<file path="src/rtl/classify_seq_ctrl.sv">
`default_nettype none
// ============================================================================
// Module  : classify_seq_ctrl
// Brief   : Per-frame classification sequencer: request/ack to the decision
//           tree, majority vote over VOTE_N frames, frame-aligned commit.
// Revision: 1.0
// ============================================================================
module classify_seq_ctrl #(
    parameter int FEAT_W  = 20,
    parameter int VOTE_N  = 4,
    parameter int TMO_CYC = 1023
) (
    input  logic              cam_pclk,
    input  logic              rst_n,
    input  logic              enable,
    input  logic              lable_start,
    input  logic [FEAT_W-1:0] feature0,
    input  logic [FEAT_W-1:0] feature1,
    input  logic              frame_end,
    output logic              tree_req,
    output logic [FEAT_W-1:0] tree_f0,
    output logic [FEAT_W-1:0] tree_f1,
    input  logic              tree_ack,
    input  logic [1:0]        tree_class,
    output logic [3:0]        tree_out,
    output logic              result_valid,
    output logic              busy,
    output logic              timeout_err,
    output logic [7:0]        drop_cnt
);

    localparam int CW = $clog2(VOTE_N + 1);
    localparam int TW = 16;
    localparam logic [TW-1:0] c_tmo_last  = TW'(TMO_CYC - 1);
    localparam logic [CW-1:0] c_vote_last = CW'(VOTE_N - 1);

    typedef enum logic [1:0] {
        S_IDLE   = 2'd0,
        S_REQ    = 2'd1,
        S_VOTE   = 2'd2,
        S_DECIDE = 2'd3
    } state_t;

    state_t          r_state;
    state_t          w_next;
    logic            w_timeout;
    logic [TW-1:0]   r_wait;
    logic [1:0]      r_cls;
    logic [CW-1:0]   r_votes [4];
    logic [CW-1:0]   r_vote_idx;
    logic [3:0]      r_pending;
    logic            r_pend_valid;
    logic [1:0]      w_win;
    logic [CW-1:0]   w_best;
    logic [3:0]      w_onehot;

    assign busy = (r_state != S_IDLE);

    always_ff @(posedge cam_pclk or negedge rst_n) begin
        if (!rst_n) begin
            r_state <= S_IDLE;
        end else begin
            r_state <= w_next;
        end
    end

    always_comb begin
        w_next    = r_state;
        w_timeout = 1'b0;
        case (r_state)
            S_IDLE: begin
                if (lable_start) begin
                    w_next = S_REQ;
                end
            end
            S_REQ: begin
                // An ack in the timeout cycle still counts as a valid answer.
                if (tree_ack) begin
                    w_next = S_VOTE;
                end else if (r_wait == c_tmo_last) begin
                    w_timeout = 1'b1;
                    w_next    = S_IDLE;
                end
            end
            S_VOTE:   w_next = (r_vote_idx == c_vote_last) ? S_DECIDE : S_IDLE;
            S_DECIDE: w_next = S_IDLE;
            default:  w_next = S_IDLE;
        endcase
        if (!enable) begin
            w_next    = S_IDLE;
            w_timeout = 1'b0;
        end
    end

    // Strict '>' keeps the lowest class index on a tie.
    always_comb begin
        w_win  = 2'd0;
        w_best = r_votes[0];
        for (int i = 1; i < 4; i++) begin
            if (r_votes[i] > w_best) begin
                w_best = r_votes[i];
                w_win  = 2'(i);
            end
        end
        w_onehot = 4'b0001 << w_win;
    end

    always_ff @(posedge cam_pclk or negedge rst_n) begin
        if (!rst_n) begin
            tree_req     <= 1'b0;
            tree_f0      <= '0;
            tree_f1      <= '0;
            tree_out     <= 4'b1000;
            result_valid <= 1'b0;
            timeout_err  <= 1'b0;
            drop_cnt     <= 8'd0;
            r_wait       <= '0;
            r_cls        <= 2'd0;
            r_vote_idx   <= '0;
            r_pending    <= 4'b1000;
            r_pend_valid <= 1'b0;
            for (int i = 0; i < 4; i++) begin
                r_votes[i] <= '0;
            end
        end else begin
            result_valid <= 1'b0;
            if (!enable) begin
                tree_req     <= 1'b0;
                r_vote_idx   <= '0;
                r_pend_valid <= 1'b0;
                for (int i = 0; i < 4; i++) begin
                    r_votes[i] <= '0;
                end
            end else begin
                // Commit uses the pending flag as registered before this edge;
                // a DECIDE in the same cycle re-arms it below.
                if (frame_end && r_pend_valid) begin
                    tree_out     <= r_pending;
                    result_valid <= 1'b1;
                    r_pend_valid <= 1'b0;
                end
                if (lable_start && busy && (drop_cnt != 8'hFF)) begin
                    drop_cnt <= drop_cnt + 8'd1;
                end
                case (r_state)
                    S_IDLE: begin
                        if (lable_start) begin
                            tree_f0  <= feature0;
                            tree_f1  <= feature1;
                            tree_req <= 1'b1;
                            r_wait   <= '0;
                        end
                    end
                    S_REQ: begin
                        if (tree_ack) begin
                            r_cls    <= tree_class;
                            tree_req <= 1'b0;
                        end else if (w_timeout) begin
                            tree_req    <= 1'b0;
                            timeout_err <= 1'b1;
                        end else begin
                            r_wait <= r_wait + TW'(1);
                        end
                    end
                    S_VOTE: begin
                        r_votes[r_cls] <= r_votes[r_cls] + CW'(1);
                        r_vote_idx     <= r_vote_idx + CW'(1);
                    end
                    S_DECIDE: begin
                        r_pending    <= w_onehot;
                        r_pend_valid <= 1'b1;
                        r_vote_idx   <= '0;
                        for (int i = 0; i < 4; i++) begin
                            r_votes[i] <= '0;
                        end
                    end
                    default: ;
                endcase
            end
        end
    end

endmodule
`default_nettype wire

</file>
<file path="config.mk">
export PLATFORM = sky130hd
export DESIGN_NAME = classify_seq_ctrl
export DESIGN_NICKNAME = d
export VERILOG_FILES = /design/src/rtl/classify_seq_ctrl.sv
export SDC_FILE = /design/constraint.sdc
export NUM_CORES = 1
export LEC_CHECK = 0
export ABC_AREA = 1
export CAP_MARGIN = 10
export CELL_PAD_IN_SITES_DETAIL_PLACEMENT = 1
export CELL_PAD_IN_SITES_GLOBAL_PLACEMENT = 1
export CORE_MARGIN = 1.5
export CORE_UTILIZATION = 41
export DETAILED_ROUTE_END_ITERATION = 10
export PLACE_DENSITY = 0.95
export REMOVE_ABC_BUFFERS = 1
export SLEW_MARGIN = 10
export SYNTH_ARGS = -nofsm -noshare
export SYNTH_HDL_FRONTEND = slang
export SYNTH_SLANG_ARGS = --single-unit
export TNS_END_PERCENT = 5
</file>
<file path="constraint.sdc">
create_clock -name cam_pclk -period 6.8 [get_ports cam_pclk]
set_input_delay 1.7 -clock cam_pclk [delete_from_list [all_inputs] [get_ports cam_pclk]]
set_output_delay 1.7 -clock cam_pclk [all_outputs]
set_load 0.1 [all_outputs]
</file>
== Yosys cells after proc, flatten, opt, wreduce, memory -nomap -nowiden ==
Index checks and enable logic that the tools add are counted.
Storage, ports and cells
  word-level logic and storage cells: 99
  input port bits: 48
  register bits after elaboration: 95
Operators by class
  eq/ne operators: 15
  shifts and indexed selects: 1
  reduce and logical (&&, ||, !) cells: 16
  multiplexer cells: 39
  order comparisons: 5
  $add $sub $neg: 4
  bitwise logic cells: 2
Operator list (number)
  2-to-1 mux 16 bit: 3
  case mux 16 bit (2 select lines): 1
  case mux 12 bit (2 select lines): 1
  2-to-1 mux 3 bit: 6
  adder 16 x 1 -> 16 bit (second input constant): 1
  == test 16 x 10 -> 1 bit (second input constant): 1
  2-to-1 mux 1 bit: 14
  2-to-1 mux 2 bit: 7
  bitwise mux 12 bit: 1
  2-to-1 mux 12 bit: 1
  > comparator 3 bit: 3
  != test 3 x 1 -> 1 bit (second input constant): 3
  AND reduction 3 bit: 3
  adder 8 x 1 -> 8 bit (second input constant): 1
  != test 4 bit (second input constant): 2
  != test 8 bit (second input constant): 1
  case mux 2 bit (4 select lines): 1
  AND reduction 2 bit: 4
  adder 3 x 1 -> 3 bit (second input constant): 2
  binary-select mux 3 bit (select 2 bit): 1
  demux 3 bit (select 2 bit): 1
  != test 2 bit (second input constant): 3
  case mux 3 bit (2 select lines): 1
  AND reduction 5 bit: 1
  14 further kinds: 19

== Logic depth before layout (Yosys ltp) ==
  depth in word-level cells: 9
  gate-level depth with buffers: 21
  gate-level depth less buffers: 21

== Least setup slack after synthesis ==
No wires, ideal clock.
  path kind: reg2reg
  start: register r_votes[8] (netlist name)
  end: register r_pending[0]
  buffers on the path: 0
  arrival: 2.718 ns
  setup time: 0.130 ns
  setup slack: 3.952 ns
  stages on the path, launching flop included: 20
  required time: 6.670 ns
  cell sequence: dfrtp_1 ha_1 a21oi_1 nand2_1 nand2_1 nand2_1 o21ai_0 ha_1 nand2_1 nor2_1 o21ai_1 o21ai_0 ha_1 nand2_1 o21ai_0 nand2_1 nand2_1 inv_1 nand3_1 o21ai_0
Between the ends
  longest elaborated chain between the ends: 7
  elaborated cells between the ends (all ways): 9
  classes of those cells: 3 x order compare; 1 x shift; 5 x mux
RTL lines
  from (decl): line 49  | logic [CW-1:0] r_votes [4];
  from (signal, indexed assignment): line 166  | r_votes[r_cls] <= r_votes[r_cls] + CW'(1);
  > comparator 3 bit: line 100  | if (r_votes[i] > w_best) begin
  2-to-1 mux 3 bit: line 100
  > comparator 3 bit: line 100
  2-to-1 mux 3 bit: line 100
  > comparator 3 bit: line 100
  2-to-1 mux 2 bit *: line 100
  left shift 1 x 2 -> 4 bit *: line 105  | w_onehot = 4'b0001 << w_win;
  to (signal assigned): line 170  | r_pending <= w_onehot;
  to (decl): line 51  | logic [3:0] r_pending;
Mark *: on every way between the ends. The rest lies on a longest branch, timed or not.
A chain may end at the register's enable or synchronous reset.

== Final worst setup path ==
  start: register r_state[1]
  end: output busy
Between the ends
  longest elaborated chain between the ends: 1
RTL lines
  from (decl): line 44  | state_t r_state;
  from (signal assigned): line 63  | r_state <= w_next;
  nonzero test 2 bit: line 57  | assign busy = (r_state != S_IDLE);
  to (decl): line 27  | output logic busy,
Every way passes these cells.

==> summary.log <==
qor: clock_tree.clock_path_buffers 2
qor: placed_design.io_buffers 103
qor: setup_path.rr_startpoint r_votes[11]
qor: sta.timing.final.max_slew_violations 0
qor: clock_tree.cts.repair_timing.setup_buffer_count 0
qor: synth.synth.yosys.warnings 0
qor: final_layout.n_fill_cell 1225
qor: sta.tightestPinTransition 1090 ps
qor: setup_path.setup.reg_to_reg.worst_slack 2900 ps
qor: floorplan.num_rows 38
qor: setup_path.number_of_cells_on_the_worst_reg_to_reg_path 19
qor: power.ir_worst_vdd 0.225 mV
qor: clock_tree.cts.reportedPaths.clkPinSlew 90 ps
qor: final_layout.antennaDiodeCount 0
qor: setup_path.setup.worst_path.end_class output port
qor: floorplan.die_area 0.0118 mm²
qor: global_routing.grt_first_pass_wirelength 24100 µm
qor: sta.final_hold_viol_count 0
qor: sta.post-route-period-util 0.583
qor: synth.syn-cell-area 0.00459 mm²
qor: setup_path.cp_max_fo 5
qor: detailed_routing.drtPass1Iterations 4
qor: setup_path.worstReg2RegEnd r_pending[0]
qor: sta.relSlewSlack 0.272
qor: detailed_routing.avgRoutedWirePerCell 20.7 µm
qor: clock_tree.cts-buffers-inserted 9
qor: final_layout.layout.core_utilization 0.548
qor: worst_hold_path.worstHoldEndpoint r_pending[3]
qor: detailed_routing.drtIter0Drc 185
qor: power.leakage 2.70 nW
qor: final_layout.post_route_cells_drive_above_1_share 0.113
qor: clock_tree.cts-hold-fix-buffers 0
qor: floorplan.boundaryPins 104
qor: detailed_routing.route.antenna.remaining_nets 0
qor: global_routing.grt_overflow 0
qor: final_layout.layout-area-overhead-vs-synth 29.9%
qor: sta.clock_skew 18.6 ps
qor: sta.fin_crit 3960 ps
qor: sta.setup_viol 0
qor: setup_path.worstPathRequired 5100 ps
qor: floorplan.initial_core_util 0.422
qor: final_layout.commonest_non_fill_non_tap_cell_in_the_layout sky130_fd_sc_hd__nand2_1
qor: global_routing.number_of_global_route_vias_before_repair 4635
qor: sta.setup_tns 0 ps
qor: status.run_status completed
qor: global_routing.grt_antenna_before_repair 0
qor: detailed_routing.drt-vias-per-instance 5.44
qor: detailed_routing.via_count 4028
qor: synth.synth-seq-area-share 0.518
qor: final_layout.mostFrequentLayoutCells sky130_fd_sc_hd__nand2_1, sky130_fd_sc_hd__clkdlybuf4s50_1, sky130_fd_sc_hd__dfrtp_1
qor: clock_tree.cts_tree yes
qor: job.maxcap_viol_count 0
qor: clock_tree.htree_num_levels 3
qor: clock_tree.cts_resized 0
qor: floorplan.core 0.0109 mm²
qor: synth.synth_ff_type sky130_fd_sc_hd__dfrtp_1
qor: synth.postSynthRegisterBits 95
qor: clock_tree.clock_sinks 95
qor: setup_path.critical_path.startpoint_type flop
qor: synth.synth_edf_count 0
qor: detailed_routing.detail_route.drc_violations 0
qor: setup_path.crit_type flop to output port
qor: synth.syn_inst 487
qor: floorplan.fp.dieH 109 µm
qor: floorplan.die_w 109 µm
qor: synth.synth_area_per_inst 9.43 µm²
qor: worst_hold_path.class_of_the_most_critical_hold_timing_path flop to flop
qor: placed_design.post-dp-hpwl 11400 µm
qor: power.power_density 332 mW/mm²
qor: sta.rsz0062_at_grt no
qor: final_layout.finalNetCount 658
qor: global_routing.grt_util_all_layers 0.274
qor: clock_tree.cts_root_buffer sky130_fd_sc_hd__clkbuf_8
qor: power.finalPower 0.00198 W
qor: worst_hold_path.timing.hold.worst.start r_pending[3]
qor: setup_path.timing.critical_path.arrival 2260 ps
qor: sta.max_clock_freq 252 MHz
qor: placed_design.gp_routability_congestion 0.865
qor: synth.async_flop_share 1.00
qor: detailed_routing.routed_wl 15300 µm
qor: sta.hold-worst-slack 494 ps
qor: synth.yosysUniqueCellTypes 35
qor: clock_tree.clock_insertion_delay_worst_skew 380 ps
qor: global_routing.grt_start_max_net_pins 84
qor: worst_hold_path.hold_path_depth 2
critical path, stage by stage (launching register included):
cell	delay, ps
sky130_fd_sc_hd__dfrtp_1	500
sky130_fd_sc_hd__nor2_2	100
sky130_fd_sc_hd__inv_1	100
sky130_fd_sc_hd__clkdlybuf4s50_1	1190
how the worst max path moves through the flow:
stage                start            to  depth (start not counted)
2_1_floorplan  lable_start    tree_f0[0]                          2
3_3_place_gp        enable   tree_f1[16]                          3
3_5_place_dp        enable    tree_f0[7]                          3
4_1_cts         r_state[1]          busy                          3
5_1_grt        r_votes[11]  r_pending[0]                         19
6_report        r_state[1]          busy                          3
Yosys cell counts (2+ instances only):
cell / n / area (µm²)
sky130_fd_sc_hd__mux2_2: 41 / 462
sky130_fd_sc_hd__o22ai_1: 10 / 62.6
sky130_fd_sc_hd__nand3b_1: 6 / 45.0
sky130_fd_sc_hd__o21ai_1: 11 / 55.1
sky130_fd_sc_hd__nand2_2: 2 / 12.5
sky130_fd_sc_hd__xnor2_1: 3 / 26.3
sky130_fd_sc_hd__nor3_1: 2 / 10.0
sky130_fd_sc_hd__nand4_1: 5 / 31.3
sky130_fd_sc_hd__xor2_1: 8 / 70.1
sky130_fd_sc_hd__ha_1: 15 / 188
sky130_fd_sc_hd__buf_2: 4 / 20.0
sky130_fd_sc_hd__buf_6: 2 / 22.5
sky130_fd_sc_hd__nand2_1: 106 / 398
sky130_fd_sc_hd__o21ai_0: 20 / 100
sky130_fd_sc_hd__nor2_1: 43 / 161
sky130_fd_sc_hd__o21bai_1: 5 / 37.5
sky130_fd_sc_hd__nand3_1: 30 / 150
sky130_fd_sc_hd__nor2_2: 2 / 12.5
sky130_fd_sc_hd__dfrtp_1: 93 / 2330
sky130_fd_sc_hd__a21oi_1: 12 / 60.1
sky130_fd_sc_hd__inv_1: 52 / 195
sky130_fd_sc_hd__dfstp_2: 2 / 52.6
cells by family (layout without fill, tap and decap cells):
| kind of cell | count (synthesis) | after routing | share of synthesized area |
|---|---|---|---|
| simple gates | 200 | 200 | 0.186 |
| compound gates | 64 | 64 | 0.0790 |
| fa+ha+maj | 15 | 15 | 0.0408 |
| buf+inv | 61 | 174 | 0.0550 |
| flops | 95 | 95 | 0.518 |
| mux | 41 | 41 | 0.100 |
| xor+xnor | 11 | 11 | 0.0210 |
per-stage QoR:
stage | cell area (µm²) | cells | setup WS, ps
finish | 5970 | 740 | 2840
global route | 5970 | 740 | 2680
CTS | 5970 | 740 | 2830
detailed placement | 5760 | 724 | 2690
global placement | 5760 | 724 | 2860
floorplan | 4540 | 480 | 3920
layer usage:
layer / GRT usage / part of all wire
met1: 0.265 / 0.35
met2: 0.538 / 0.57
met3: 0.0616 / 0.039
met4: 0.139 / 0.044
met5: 0 / 0
report_power, final:
group | internal, W | switching (W)
logic | 0.000206 | 0.000649
registers | 0.000646 | 0.0000669
clock network | 0.000207 | 0.000208
state kept, by name (all words and copies together) (netlist names):
| name | cells |
|---|---|
| drop_cnt | 8 |
| r_cls | 2 |
| r_pend_valid | 1 |
| r_pending | 4 |
| r_state | 2 |
| r_vote_idx | 3 |
| r_votes | 12 |
| r_wait | 16 |
| result_valid | 1 |
| timeout_err | 1 |
| tree_f0 | 20 |
| tree_f1 | 20 |
| tree_out | 4 |
| tree_req | 1 |
area by class of cell:
type,count,area (µm²),area share
clock buffers,10,128,0.0214
clock inverters,6,83.8,0.0140
inverters,54,203,0.0340
multi-input cells,331,1960,0.329
flip-flops and latches,95,2380,0.399
well taps,140,175,0.0294
repair buffers,104,1040,0.174
(Power assumes the default switching activity.)
